<file path="src/rtl/reg_file_32x32_pkg.sv">
// Shared constants and helpers for the 32x32 architectural register file.
package reg_file_32x32_pkg;

  localparam int REG_COUNT  = 32;
  localparam int REG_ADDR_W = 5;
  localparam int REG_DATA_W = 32;

  localparam logic [REG_ADDR_W-1:0] ZERO_REG = 5'd0;

  function automatic logic is_zero_reg(input logic [REG_ADDR_W-1:0] addr);
    return (addr == ZERO_REG);
  endfunction

endpackage

</file>
<file path="src/rtl/mux_32_32.sv">
// 32:1 read-select mux; one instance per register-file read port.
module mux_32_32 #(
  parameter int W = 32
) (
  input  logic [31:0][W-1:0] din,
  input  logic [4:0]         sel,
  output logic [W-1:0]       dout
);

  // Plain indexed select of the registered word.
  always_comb begin
    dout = din[sel];
  end

endmodule

</file>
<file path="src/rtl/reg_file_32x32_decoder.sv">
// Write-enable decoder: one-hot per-register enables, bit 0 permanently low
// so the zero register can never be selected for a write.
module decoder_5_32
  import reg_file_32x32_pkg::*;
(
  input  logic                  en,
  input  logic [REG_ADDR_W-1:0] addr,
  output logic [REG_COUNT-1:0]  onehot
);

  // One-hot decode gated by en; an unknown en or addr leaves bit 0 at zero.
  always_comb begin
    onehot = 32'd0;
    if (en == 1'b1) begin
      for (int i = 1; i < REG_COUNT; i++) begin
        if (addr == 5'(i)) begin
          onehot[i] = 1'b1;
        end else begin
          onehot[i] = 1'b0;
        end
      end
    end else begin
      onehot = 32'd0;
    end
  end

endmodule

</file>
<file path="src/rtl/reg_file_32x32.sv">
// Architectural register file: 31 async-cleared registers plus a hardwired
// zero register, one synchronous write port and two combinational read ports.
module reg_file_32x32
  import reg_file_32x32_pkg::*;
#(
  parameter int DATA_W = REG_DATA_W,
  parameter int ADDR_W = REG_ADDR_W,
  parameter bit BYPASS = 1'b0
) (
  input  logic              clk,
  input  logic              rst_n,
  input  logic              we,
  input  logic [ADDR_W-1:0] waddr,
  input  logic [DATA_W-1:0] wdata,
  input  logic [ADDR_W-1:0] raddr1,
  input  logic [ADDR_W-1:0] raddr2,
  output logic [DATA_W-1:0] rdata1,
  output logic [DATA_W-1:0] rdata2
);

  localparam int NREG = 2 ** ADDR_W;

  logic [NREG-1:0]             wen_s;
  logic [NREG-1:0][DATA_W-1:0] reg_bus_s;
  logic [DATA_W-1:0]           mux1_s;
  logic [DATA_W-1:0]           mux2_s;

  decoder_5_32 u_dec (
    .en     (we),
    .addr   (waddr),
    .onehot (wen_s)
  );

  assign reg_bus_s[0] = {DATA_W{1'b0}};

  for (genvar i = 1; i < NREG; i++) begin : g_reg
    logic [DATA_W-1:0] reg_d;
    logic [DATA_W-1:0] reg_q;

    // Load on this register's enable, otherwise hold.
    always_comb begin
      if (wen_s[i]) begin
        reg_d = wdata;
      end else begin
        reg_d = reg_q;
      end
    end

    // Storage flop with asynchronous clear.
    always_ff @(posedge clk or negedge rst_n) begin
      if (!rst_n) begin
        reg_q <= {DATA_W{1'b0}};
      end else begin
        reg_q <= reg_d;
      end
    end

    assign reg_bus_s[i] = reg_q;
  end

  mux_32_32 #(.W(DATA_W)) u_mux1 (
    .din  (reg_bus_s),
    .sel  (raddr1),
    .dout (mux1_s)
  );

  mux_32_32 #(.W(DATA_W)) u_mux2 (
    .din  (reg_bus_s),
    .sel  (raddr2),
    .dout (mux2_s)
  );

  // Output stage: forced zero in reset, optional same-cycle write forwarding
  // that never applies to the zero register.
  always_comb begin
    rdata1 = {DATA_W{1'b0}};
    rdata2 = {DATA_W{1'b0}};
    if (!rst_n) begin
      rdata1 = {DATA_W{1'b0}};
      rdata2 = {DATA_W{1'b0}};
    end else begin
      if (BYPASS && (we == 1'b1) && (waddr == raddr1) && !is_zero_reg(raddr1)) begin
        rdata1 = wdata;
      end else begin
        rdata1 = mux1_s;
      end
      if (BYPASS && (we == 1'b1) && (waddr == raddr2) && !is_zero_reg(raddr2)) begin
        rdata2 = wdata;
      end else begin
        rdata2 = mux2_s;
      end
    end
  end

endmodule

</file>
<file path="config.mk">
export PLATFORM = sky130hd
export DESIGN_NAME = reg_file_32x32
export DESIGN_NICKNAME = d
export VERILOG_FILES = /design/src/rtl/reg_file_32x32_pkg.sv /design/src/rtl/mux_32_32.sv /design/src/rtl/reg_file_32x32_decoder.sv /design/src/rtl/reg_file_32x32.sv
export SDC_FILE = /design/constraint.sdc
export NUM_CORES = 2
export LEC_CHECK = 0
export CAP_MARGIN = 40
export CORE_MARGIN = 5
export CORE_UTILIZATION = 45
export DETAILED_ROUTE_END_ITERATION = 10
export GPL_TIMING_DRIVEN = 1
export SLEW_MARGIN = 20
export SYNTH_ARGS = -nofsm -noshare
export SYNTH_HDL_FRONTEND = slang
export SYNTH_SLANG_ARGS = --single-unit
</file>
<file path="constraint.sdc">
create_clock -name clk -period 6.1 [get_ports clk]
set_input_delay 1.83 -clock clk [delete_from_list [all_inputs] [get_ports clk]]
set_output_delay 1.83 -clock clk [all_outputs]
set_load 0.01 [all_outputs]
</file>
==> summary.md <==
| Metric | Value |
|---|---|
| Worst path cell trace | `buf_8, nor2b_4, buf_12, a221o_1, a21oi_1, a2111oi_1, buf_4, clkdlybuf4s50_1` |
| Final Hold Fails | `0` |
| Worst-Skew Late Latency | `720 ps` |
| # H-tree levels | `3` |
| Num Clock Sinks | `992` |
| WHS Path Cells | `1` |
| Final ANT Viol Nets | `0` |
| Placed Cells | `5501` |
| Hold crit path type | `reg2reg` |
| Initial antenna violation count | `4` |
| Yosys reg bits | `992` |
| Global-route wire length before repair | `273 mm` |
| Synthesized area | `between 0.05 and 0.06 mm²` |
| Area of the die | `0.127 mm²` |
| VDD IR max | `between 200 and 250 µV` |
| Largest net degree at the start of global routing | `between 150 and 200` |
| Clock Path Buffers | `3` |
| Final max-slew violation count | `0` |
| Gpl congestion | `a little over 0.8` |
| Number of global-route vias before repair | `between 30000 and 40000` |
| Most area-hungry cell type in the Yosys netlist | `dfrtp_1` |
| # DRC | `0` |
| CTS tree | `done` |
| Via density | `between 6 and 7` |
| Most flop-heavy register | `g.reg_q` |
| Ratio of cells with drive above 1 in the final layout | `0.508` |
| Critical path class | `in2out` |
| Critical-path top delay cell | `a2111oi_1` |
| Total gr overflow | `0` |
| CP Max Fanout | `17` |
| Vias | `about 37000` |
| Failing checks | `negative setup slack` |
| Startpoint types | `input port` |
| Width of the die | `approximately 360 µm` |
| DP HPWL | `around 120 mm` |
| Gate Count Post-Synth | `slightly below 4000` |
| I/O pin total | `114` |
| Avg Cell Area, Syn | `around 14 µm²` |
| Most frequent cell after synthesis | `mux2_2` |
| Wirelength per Cell | `about 32 µm` |
| Top flop regs | `g.reg_q (992)` |
| Ys Warns | `0` |
| Final setup fails | `1` |
| Clk pin slew, worst setup/hold paths | `~50 ps` |
| Fin crit period | `between 6000 and 7000 ps` |
| Req. time, crit path | `roughly 4300 ps` |
| Status | `finished, violations left` |
| Max cap viols | `0` |
| Delay-heaviest family, CP | `buffers and inverters` |
| Total Wirelength | `about 190 mm` |
| Period Utilization, post-route | `1.00` |
| DR pass1 iterations | `5` |
| Area share of the largest cell type after synthesis | `0.461` |
| EDFF count, synth | `0` |
| Worst Reg-to-Reg Cells | `1` |
| CP Depth | `8` |
| Clk root buf | `clkbuf_16` |
| CORE AREA | `0.119 mm²` |
| Slew headroom | `0.329` |
| CP Capture Type | `primary output` |
| Worst Skew | `0 ps` |
| Register area share after synthesis | `0.461` |
| Leakage power | `about 28 nW` |
| FMAX | `163 MHz` |
| PwrDens | `around 320 mW/mm²` |
| Slew @ Worst Pin | `roughly 1000 ps` |
| Layout fillers | `roughly 10000` |
| Fin nets | `slightly above 4000` |
| I/O Buffers | `113` |
| Hold Slack | `roughly 510 ps` |
| Buf+Inv Stages, Crit Path | `4` |
| Max reg flops | `between 900 and 1000` |
| Most instantiated cells after synthesis | `mux2_2, dfrtp_1, mux2i_1` |
| Syn nets | `3896` |
| Fin cells | `about 5700` |
| Starting density of the core | `0.451` |
| CTS Buf Count | `approximately 110` |
| Data arrival time of the worst path | `4300 ps` |
| RSZ-0062 raised after global routing | `no` |
| GRT Util Overall | `0.291` |
| Worst path max stage delay | `~650 ps` |
| Rows | `127` |
| Synth area leaders | `dfrtp_1, mux2_2, mux4_2, mux2i_1, clkbuf_1` |
| Synth-to-layout area growth | `18.1%` |
| Vert. Die Dim | `about 360 µm` |
| Async S/R FF share, synth | `1.00` |
| Cts-stage hold buffer count | `0` |
| Yosys cell types | `48` |
| Synth Flop Type | `dfrtp_1` |
| Final setup margin | `-27.5 ps` |
| Total power | `approximately 0.020 W` |
| 1st-iter DRT viols | `~3400` |
==> where the power goes <==
part	leakage (nW)	internal [W]	total, W	switching [W]
Sequential	12.7	0.00788	0.00887	0.000993
Clock	1.89	0.00416	0.00700	0.00285
Combinational	13.4	0.00248	0.00420	0.00172
Total	28.0	0.0145	0.0201	0.00556
==> layout by cell type, fill, tap and decap left out, drive strengths merged, types with 2 or more instances in the layout <==
| master | count |
|---|---|
| clkdlybuf4s50 | 99 |
| o221a | 29 |
| a211oi | 62 |
| clkbuf | 178 |
| a21oi | 56 |
| clkinvlp | 2 |
| mux2i | 354 |
| and3 | 2 |
| clkinv | 24 |
| nor3b | 2 |
| a31oi | 2 |
| a221o | 35 |
| nor2 | 44 |
| diode | 4 |
| a22oi | 30 |
| a221oi | 97 |
| a2111oi | 11 |
| a21o | 29 |
| mux2 | 1121 |
| nand4b | 3 |
| bufinv | 8 |
| nor3 | 33 |
| or3 | 3 |
| dfrtp | 992 |
| buf | 379 |
| nor2b | 33 |
| a31o | 29 |
| nand2b | 6 |
| and2 | 3 |
| o22ai | 38 |
| nor4 | 24 |
| nand3 | 2 |
| o21ai | 2 |
| o221ai | 54 |
| mux4 | 260 |
| inv | 4 |
| nand2 | 47 |
==> metrics by stage <==
step	area (µm²)	util	TNS, ps	worst slack (ps)
floorplan	53900	-	0	876
global placement	58700	0.491	-3330	-457
detailed placement	59500	0.498	-3000	-437
CTS	63500	0.531	-41.8	-17.7
global route	63600	0.533	0	12.8
finish	63600	0.533	-27.5	-27.5
==> logic make-up after synthesis <==
family / Yosys count / synth area share
multiplexers: 1735 / 0.409
flip-flops: 992 / 0.461
AO/OA/AOI/OAI: 477 / 0.0721
buffers and inverters: 437 / 0.0398
AND/OR/NAND/NOR: 205 / 0.0190
==> layout make-up <==
| cell class | count | area, µm² | share of cell area |
|---|---|---|---|
| Clock inverter | 35 | 432 | 0.00678 |
| Multi-Input combinational cell | 2417 | 27400 | 0.431 |
| Antenna cell | 4 | 10.0 | 0.000157 |
| Sequential cell | 992 | 24800 | 0.390 |
| Timing Repair Buffer | 483 | 5550 | 0.0872 |
| Tap cell | 1612 | 2020 | 0.0317 |
| Inverter | 3 | 11.3 | 0.000177 |
| Clock buffer | 173 | 3400 | 0.0534 |
==> path summary, 6_finish.rpt <==
path / end / slack (ps) / startpoint
min reg2reg: g_reg[20].reg_q[12]$_DFFE_PN0P_ / 510 / g_reg[20].reg_q[12]$_DFFE_PN0P_
max reg2reg: g_reg[20].reg_q[13]$_DFFE_PN0P_ / 5280 / g_reg[20].reg_q[13]$_DFFE_PN0P_
max: rdata1[31] / -30 / raddr1[1]
min in group asynchronous: g_reg[12].reg_q[31]$_DFFE_PN0P_ / 1250 / rst_n
min: g_reg[20].reg_q[12]$_DFFE_PN0P_ / 510 / g_reg[20].reg_q[12]$_DFFE_PN0P_
max in group asynchronous: g_reg[31].reg_q[11]$_DFFE_PN0P_ / 3410 / rst_n
==> metal layers <==
metal / routed length, µm / vias to the layer above / global-route usage
met4: 5950 / 0 / 0.0850
met3: 12300 / 338 / 0.0460
met1: 82200 / 20100 / 0.424
li1: - / 15300 / -
met2: 84900 / 1463 / 0.452
met5: 0 / - / 0
==> what timing repair did <==
action,CTS,global route
resized for setup,25,15
gates cloned,0,3
setup endpoints to repair,27,20
setup buffers,0,2
pin swaps,0,1
Note: power is estimated with default switching activity, not from simulation.
